===== config.mk =====
export PLATFORM = sky130hd
export DESIGN_NAME = k_and_s_gen_flat
export DESIGN_NICKNAME = d
export VERILOG_FILES = /design/src/rtl/k_and_s_gen_if.sv /design/src/rtl/k_and_s_gen.sv /design/src/flat_wrapper.sv
export SDC_FILE = /design/constraint.sdc
export NUM_CORES = 1
export LEC_CHECK = 0
export BUFFER_PORTS_ARGS = -buffer_cell sky130_fd_sc_hd__buf_2
export CAP_MARGIN = 10
export CORE_MARGIN = 2
export CORE_UTILIZATION = 49
export CTS_CLUSTER_SIZE = 24
export DETAILED_ROUTE_END_ITERATION = 16
export MAX_ROUTING_LAYER = met4
export PLACE_DENSITY = 0.68
export SLEW_MARGIN = 0
export SYNTH_ARGS = -nofsm -noshare
export SYNTH_HDL_FRONTEND = slang
export SYNTH_SLANG_ARGS = --single-unit

===== constraint.sdc =====
create_clock -name clk -period 5.6 [get_ports clk]
set_input_delay 0.56 -clock clk [delete_from_list [all_inputs] [get_ports clk]]
set_output_delay 0.56 -clock clk [all_outputs]
set_load 0.05 [all_outputs]

===== src/rtl/k_and_s_gen_if.sv =====
// Shared instruction/data memory port of the k_and_s_gen core.
// master = core side, slave = memory/bridge side.
interface k_and_s_gen_if #(
    parameter int DATA_W = 16,
    parameter int ADDR_W = 8
);
    // req/we/addr/wdata are held stable until the edge where req & ready;
    // that edge completes the access and samples rdata for reads.
    logic              mem_req;
    logic              mem_we;
    logic [ADDR_W-1:0] mem_addr;
    logic [DATA_W-1:0] mem_wdata;
    logic [DATA_W-1:0] mem_rdata;
    logic              mem_ready;

    modport master (
        output mem_req, mem_we, mem_addr, mem_wdata,
        input  mem_rdata, mem_ready
    );

    modport slave (
        input  mem_req, mem_we, mem_addr, mem_wdata,
        output mem_rdata, mem_ready
    );
endinterface


===== src/rtl/k_and_s_gen.sv =====
// Parametrised multi-cycle K&S-style core: FSM, register file, ALU, flags, one memory port.
// Optional K_AND_S_GEN_PERF_CNT_EN adds a 32-bit retired-instruction counter port.
module k_and_s_gen #(
    parameter int DATA_W   = 16,
    parameter int ADDR_W   = 8,
    parameter int NUM_REGS = 4
) (
    input  logic                 clk,
    input  logic                 rst_n,
    k_and_s_gen_if.master        bus,
    output logic                 halt,
    output logic [2:0]           dbg_state
`ifdef K_AND_S_GEN_PERF_CNT_EN
    ,
    output logic [31:0]          retired
`endif
);
    localparam int RW = $clog2(NUM_REGS);

    typedef enum logic [2:0] {FETCH, DECODE, EXEC, MEM, HALTED} state_t;

    localparam logic [3:0] OP_LOAD  = 4'h1, OP_STORE = 4'h2, OP_MOVE = 4'h3,
                           OP_ADD   = 4'h4, OP_SUB   = 4'h5, OP_AND  = 4'h6,
                           OP_OR    = 4'h7, OP_BR    = 4'h8, OP_BZ   = 4'h9,
                           OP_BNZ   = 4'hA, OP_BN    = 4'hB, OP_BNN  = 4'hC,
                           OP_BV    = 4'hD, OP_BNV   = 4'hE, OP_HALT = 4'hF;

    if (NUM_REGS < 2 || (1 << RW) != NUM_REGS ||
        DATA_W < 4 + 3 * RW || DATA_W < 4 + RW + ADDR_W) begin : g_bad_params
        $error("k_and_s_gen: illegal DATA_W/ADDR_W/NUM_REGS combination");
    end

    state_t            state;
    logic [ADDR_W-1:0] pc;
    logic [DATA_W-1:0] ir;
    logic [DATA_W-1:0] regs [NUM_REGS];
    logic              flag_z, flag_n, flag_v;

    logic [3:0]        op;
    logic [RW-1:0]     rd, ra, rb;
    logic [ADDR_W-1:0] target;

    assign op        = ir[DATA_W-1 -: 4];
    assign rd        = ir[DATA_W-5 -: RW];
    assign ra        = ir[DATA_W-5-RW -: RW];
    assign rb        = ir[DATA_W-5-2*RW -: RW];
    assign target    = ir[ADDR_W-1:0];
    assign dbg_state = state;

    logic [DATA_W-1:0] opa, opb, alu_res;
    logic              alu_v, take, is_alu;

    // Operands come from the registers before this instruction's write-back,
    // so rd == ra/rb reads the old value.
    always_comb begin
        opa     = regs[ra];
        opb     = regs[rb];
        alu_res = opa;
        alu_v   = 1'b0;
        is_alu  = op inside {OP_ADD, OP_SUB, OP_AND, OP_OR};
        case (op)
            OP_ADD: begin
                alu_res = opa + opb;
                alu_v   = (opa[DATA_W-1] == opb[DATA_W-1]) && (alu_res[DATA_W-1] != opa[DATA_W-1]);
            end
            OP_SUB: begin
                alu_res = opa - opb;
                alu_v   = (opa[DATA_W-1] != opb[DATA_W-1]) && (alu_res[DATA_W-1] != opa[DATA_W-1]);
            end
            OP_AND:  alu_res = opa & opb;
            OP_OR:   alu_res = opa | opb;
            default: alu_res = opa;
        endcase
        case (op)
            OP_BR:   take = 1'b1;
            OP_BZ:   take = flag_z;
            OP_BNZ:  take = !flag_z;
            OP_BN:   take = flag_n;
            OP_BNN:  take = !flag_n;
            OP_BV:   take = flag_v;
            OP_BNV:  take = !flag_v;
            default: take = 1'b0;
        endcase
    end

    always_ff @(posedge clk or negedge rst_n) begin
        if (!rst_n) begin
            state         <= FETCH;
            pc            <= '0;
            ir            <= '0;
            flag_z        <= 1'b0;
            flag_n        <= 1'b0;
            flag_v        <= 1'b0;
            halt          <= 1'b0;
            bus.mem_req   <= 1'b0;
            bus.mem_we    <= 1'b0;
            bus.mem_addr  <= '0;
            bus.mem_wdata <= '0;
            for (int i = 0; i < NUM_REGS; i++) regs[i] <= '0;
        end else begin
            case (state)
                FETCH: begin
                    // Only the first FETCH after reset arrives with the request still low.
                    if (!bus.mem_req) begin
                        bus.mem_req  <= 1'b1;
                        bus.mem_addr <= pc;
                    end else if (bus.mem_ready) begin
                        ir           <= bus.mem_rdata;
                        pc           <= pc + ADDR_W'(1);
                        bus.mem_req  <= 1'b0;
                        bus.mem_addr <= '0;
                        state        <= DECODE;
                    end
                end
                DECODE: begin
                    if (op == OP_LOAD || op == OP_STORE) begin
                        bus.mem_req   <= 1'b1;
                        bus.mem_we    <= (op == OP_STORE);
                        bus.mem_addr  <= target;
                        bus.mem_wdata <= (op == OP_STORE) ? regs[rd] : '0;
                        state         <= MEM;
                    end else if (op == OP_HALT) begin
                        halt  <= 1'b1;
                        state <= HALTED;
                    end else begin
                        state <= EXEC;
                    end
                end
                EXEC: begin
                    if (is_alu || op == OP_MOVE) regs[rd] <= alu_res;
                    if (is_alu) begin
                        flag_z <= (alu_res == '0);
                        flag_n <= alu_res[DATA_W-1];
                        flag_v <= alu_v;
                    end
                    if (take) pc <= target;
                    bus.mem_req  <= 1'b1;
                    bus.mem_addr <= take ? target : pc;
                    state        <= FETCH;
                end
                MEM: begin
                    if (bus.mem_ready) begin
                        if (op == OP_LOAD) regs[rd] <= bus.mem_rdata;
                        bus.mem_we    <= 1'b0;
                        bus.mem_wdata <= '0;
                        bus.mem_addr  <= pc;
                        state         <= FETCH;
                    end
                end
                HALTED: ;
                default: state <= FETCH;
            endcase
        end
    end

`ifdef K_AND_S_GEN_PERF_CNT_EN
    always_ff @(posedge clk or negedge rst_n) begin
        if (!rst_n) begin
            retired <= '0;
        end else if (state == EXEC || (state == MEM && bus.mem_ready)) begin
            retired <= retired + 32'd1;
        end
    end
`endif
endmodule


===== src/flat_wrapper.sv =====
// flat-port wrapper written by rule: the top's interface ports become plain ports
module k_and_s_gen_flat 
#(
    parameter int DATA_W   = 16,
    parameter int ADDR_W   = 8,
    parameter int NUM_REGS = 4
)
  (clk, rst_n, halt, dbg_state, bus_mem_req, bus_mem_we, bus_mem_addr, bus_mem_wdata, bus_mem_rdata, bus_mem_ready);
  k_and_s_gen_if #(.DATA_W(DATA_W), .ADDR_W(ADDR_W)) bus_i ();
  input  logic clk;
  input  logic rst_n;
  output logic halt;
  output logic [2:0] dbg_state;
  output wire logic [$bits(bus_i.mem_req)-1:0] bus_mem_req;
  output wire logic [$bits(bus_i.mem_we)-1:0] bus_mem_we;
  output wire logic [$bits(bus_i.mem_addr)-1:0] bus_mem_addr;
  output wire logic [$bits(bus_i.mem_wdata)-1:0] bus_mem_wdata;
  input wire logic [$bits(bus_i.mem_rdata)-1:0] bus_mem_rdata;
  input wire logic [$bits(bus_i.mem_ready)-1:0] bus_mem_ready;
  assign bus_mem_req = bus_i.mem_req;
  assign bus_mem_we = bus_i.mem_we;
  assign bus_mem_addr = bus_i.mem_addr;
  assign bus_mem_wdata = bus_i.mem_wdata;
  assign bus_i.mem_rdata = bus_mem_rdata;
  assign bus_i.mem_ready = bus_mem_ready;
  k_and_s_gen #(.DATA_W(DATA_W), .ADDR_W(ADDR_W), .NUM_REGS(NUM_REGS)) u_core (.clk(clk), .rst_n(rst_n), .bus(bus_i), .halt(halt), .dbg_state(dbg_state));
endmodule

[After elaboration in Yosys (flattened, before gate mapping)]
Index checks and enable logic that the tools add are counted.
Storage, ports and cells
  register bits after elaboration: 121
  latch bits: 0
  RAM bits: 0
  memory bits (read-only): 0
  logic and storage cells: 130
  memories: 0
Cells by class
  add/subtract/negate cells: 3
  multiply operators: 0
  div/mod/pow operators: 0
  order comparisons: 4
  equality and inequality tests: 30
  shifts and indexed selects: 0
  multiplexer cells: 46
  bitwise gates (word level): 7
  reduce and logical (&&, ||, !) cells: 25
Operator list (number)
  $mux W64: 3
  $mux W16: 10
  $bwmux W64: 2
  $pmux W64 S2: 1
  $bmux W16 S2: 3
  $pmux W16 S4: 1
  $mux W8: 7
  $demux W16 S2: 1
  $eq A4 B4 Y1 const B: 8
  $pmux W16 S2: 1
  $pmux W8 S4: 1
  $add A16 B16 Y16: 1
  $and A16 B16 Y16: 1
  $eq A4 B3 Y1 const B: 4
  $logic_not A16 Y1: 1
  $or A16 B16 Y16: 1
  $pmux W8 S2: 1
  $sub A16 B16 Y16: 1
  $mux W3: 5
  $pmux W3 S4: 1
  $reduce_and A3 Y1: 4
  $reduce_and A4 Y1: 3
  $ge A3 B3 Y1 const B: 3
  $not A2 Y3: 3
  25 further kinds: 48

[Logic depth before layout (Yosys ltp)]
  depth in word-level cells: 9
  gate-level depth with buffers: 15
  mapped depth without buffers: 13

[Worst setup path before layout]
No wires, ideal clock.
  kind: flip-flop to flip-flop
  start: register u_core.ir[6]
  end: register u_core.flag_z
  setup time: 0.095 ns
  arrival: 4.512 ns
  path slack: 0.992 ns
  stages on the path, launching flop included: 15
  path buffers: 2
  period minus slack after synthesis: 4.608 ns
  cell sequence: dfrtp_1 -> clkbuf_1 -> clkbuf_1 -> mux4_2 -> ha_1 -> fa_1 -> a21o_1 -> a211o_1 -> or4_1 -> a21oi_2 -> xnor2_1 -> o211ai_2 -> nor4_1 -> o2111ai_1 -> o31ai_1
On the way
  word-level cells in the longest chain between the ends: 7
  elaborated cells between the ends (all ways): 10
  classes of those cells: 2 x add/sub; 4 x mux; 3 x bitwise; 1 x reduce/logical
Ends and longest elaborated chain
  start: declaration: line k_and_s_gen.sv:35  | logic [DATA_W-1:0] ir;
  start signal: assignment: line k_and_s_gen.sv:108  | ir <= bus.mem_rdata;
  $not A2 Y3 (not written as such) *: line k_and_s_gen.sv:57  | opb = regs[rb];
  $bmux W16 S2 *: line k_and_s_gen.sv:57
  $mux W16 (not written as such) * (2 in series): line k_and_s_gen.sv:57
  $sub A16 B16 Y16 (tied with other cells): line k_and_s_gen.sv:67  | alu_res = opa - opb;
  $pmux W16 S4 *: line k_and_s_gen.sv:61  | case (op)
  $logic_not A16 Y1 *: line k_and_s_gen.sv:132  | flag_z <= (alu_res == '0);
  end signal: assignment: line k_and_s_gen.sv:132
  end: declaration: line k_and_s_gen.sv:37  | logic flag_z, flag_n, flag_v;
Mark *: on every way between the ends. The rest lies on a longest branch, timed or not. The select of a mux whose other input is x is not followed.
A chain may end at the register's enable or synchronous reset.

[Final worst setup path]
Same ends and word-level chain as after synthesis.

==> results.yml <==
finish:
  nNetsFinal: 1064
  layout-drive-gt1-share: 0.170
  area_growth_pct: 12.1
  final_util: 0.564
  n_antenna_cell: 0
job:
  max_cap_violations: 0
placement:
  portBuffers: 48
  gp_congestion: 1.03
  place_hpwl_mm: 18.4
synthesis:
  ys.flop_type: "dfrtp_1"
  yosys.area.top_type_share: 0.346
  synthCells: 970
  ys_top_cells_by_area: "dfrtp_1 35%, mux4_2 12%, ha_1 7.0%"
  synth.avg_cell_area_um2: 9.03
  synth_cell_types: 70
  synthArstFlopShare: 1.00
  ys_ff_latch: 121
  ys_warn_count: 0
  ys_seq_area_frac: 0.346
  synth_top_area_cell: "dfrtp_1"
  synth_nets: 1040
  synth-edff-count: 0
  synthesis.area_um2: 8760
worst_setup_path:
  cp.buffers_inverters: 1
  worstPathMaxFanout: 13
  arrival_ns: 4.64
  reg2regPathDepth: 12
  cp_top_family: "compound AO/OA/AOI/OAI gates"
  crit_chain: "buf_4, mux4_2, fa_1, a21o_1, a211o_1, or4_1, a21oi_2, xnor2_1, o211ai_2, nor4_1, o2111ai_1, o31ai_1"
  cp.depth: 12
  r2r_end: "u_core.flag_z"
  crit_type: "reg2reg"
  worst_setup_path_end_kind: "flip-flop"
  regToRegStartpoint: "u_core.ir[6]"
  crit_path_start_kind: "flip-flop"
  critical-path-max-stage-delay_ns: 0.61
  r2r_slack_ns: 1.29
  crit_path_top_delay_cell: "dfrtp_1"
  crit_required_ns: 5.92
sta:
  rsz0062_at_grt: "no"
  fin_crit_sh: 0.770
  tightest_slew_ns: 1.24
  setup_tns_ns: 0
  clock_skew_ns: 0.0118
  setup_viol: 0
  maxSlewHeadroom: 0.176
  hold_viol_final: 0
  final.min_clock_period_ns: 4.31
  finalMaxSlewViolations: 0
  fmax_mhz: 232
floorplan:
  chipWidth_um: 138
  ioPinCount: 49
  rows: 48
  core_region_area_um2: 17400
  die_area_um2: 19000
  start_util: 0.503
  chipHeight_um: 138
detailed_routing:
  detail-route-antenna-nets: 0
  met2_length_mm: 11.6
  drc: 0
  first_pass_iters: 5
  wl_met3_mm: 2.29
  vias: 7756
  drt-total-wl_mm: 26.6
  drt-initial-drc-count: 834
  routedWlPerCell_um: 21.6
  top_layer: "met4"
  met1_length_mm: 11.8
  detail_route.vias_per_cell: 6.30
hold_path:
  hold_class: "in2async"
grt:
  grt_usage: 0.301
  grt_pass1_vias: 7059
  grt_pass1_wl_mm: 40.9
  grt_overflow_total: 0
  antenna_found_initial: 0
  grt_max_degree: 69
clock_tree:
  cts_buffers: 17
  post_cts_buffers: 0
  insertion_delay_ns: 0.42
  ctsRootBufferMaster: "clkbuf_16"
  clock_sinks: 121
  cts_tree: "yes"
  cts-htree-levels: 4
  hold_buffers: 0
  cts.reportedPaths.clkPinSlew_ns: 0.06
  cts_resized: 0
  cts_buffer_depth: 2
status:
  status: "finished clean"
## final cells by class
| cell class | instances | area, µm² |
|---|---|---|
| fillers | 1562 | 7590 |
| inverters | 67 | 251 |
| flip-flops and latches | 121 | 3030 |
| multi-input cells | 723 | 5240 |
| clock inverters | 9 | 160 |
| clock buffers | 23 | 498 |
| repair buffers | 64 | 363 |
| well taps | 225 | 282 |
## worst reg2reg max path, stage by stage, from the launching register on
cell,delay (ns)
dfrtp_1,0.61
buf_4,0.35
mux4_2,0.62
fa_1,0.43
a21o_1,0.21
a211o_1,0.32
or4_1,0.50
a21oi_2,0.18
xnor2_1,0.16
o211ai_2,0.12
nor4_1,0.34
o2111ai_1,0.16
o31ai_1,0.21
## cells by family after synthesis
| logic type | Yosys count | share of synthesized area |
|---|---|---|
| AND/OR/NAND/NOR | 310 | 0.155 |
| flip-flops | 121 | 0.346 |
| AO/OA/AOI/OAI | 276 | 0.200 |
| XOR/XNOR | 9 | 0.00900 |
| adder cells (fa/ha/maj) | 51 | 0.0745 |
| buffers and inverters | 126 | 0.0560 |
| multiplexers | 77 | 0.160 |
## synthesized netlist by cell type, drive strengths merged, types with 13 or more instances
library cell,number
o21ai,97
mux4,48
clkbuf,41
a21oi,64
ha,49
nand2,153
inv,67
mux2i,16
a211oi,16
nor2,76
buf,18
nand2b,13
nor3,14
dfrtp,121
mux2,13
## cell usage in the layout (no fill, tap or decap), types with 8 or more instances in the layout
cell       count
nand3_1       11
ha_1          49
a211oi_1      15
o21ai_0       70
a31oi_1        9
o211ai_1       9
a21oi_1       63
mux2_2        11
buf_4         17
clkbuf_16     17
xnor2_1        8
inv_1         64
mux2i_1       15
nand2_1      153
nor2_1        76
buf_2         47
nor2b_1       10
o22ai_1        9
dfrtp_1      121
nor3_1        14
a22oi_1        8
o21ai_1       27
nand2b_1      13
mux4_2        48
## flip-flops by register name, indices dropped and copies added, names as in the netlist, 3 cells and up
signal / flops
u_core.ir: 16
u_core.bus.mem_wdata: 16
u_core.pc: 8
u_core.dbg_state: 3
u_core.regs: 64
u_core.bus.mem_addr: 8
## metal layers
layer / up-vias / GRT usage
li1: 3523 / -
met1: 3790 / 0.429
met4: 0 / 0.115
met2: 387 / 0.422
met3: 56 / 0.0640
met5: - / -
## how the worst max path moves through the flow
stage,from,end
3_5_place_dp,u_core.ir[6],u_core.flag_z
3_3_place_gp,u_core.ir[6],u_core.flag_z
5_1_grt,u_core.ir[6],u_core.flag_z
6_report,u_core.ir[6],u_core.flag_z
4_1_cts,u_core.ir[6],u_core.flag_z
2_1_floorplan,u_core.ir[6],u_core.flag_z
## stage by stage
stage	cells	area (µm²)	setup slack (ns)	hold WS, ns
global route	1232	9830	1.04	0.330
CTS	1232	9830	1.29	0.293
finish	1232	9830	1.29	0.248
floorplan	970	8760	0.992	0.264
detailed placement	1200	9170	1.31	0.459
global placement	1200	9170	1.35	0.455
Power is not shown: default switching activity piles up to over one toggle a cycle in this logic, so the estimate is an artifact.
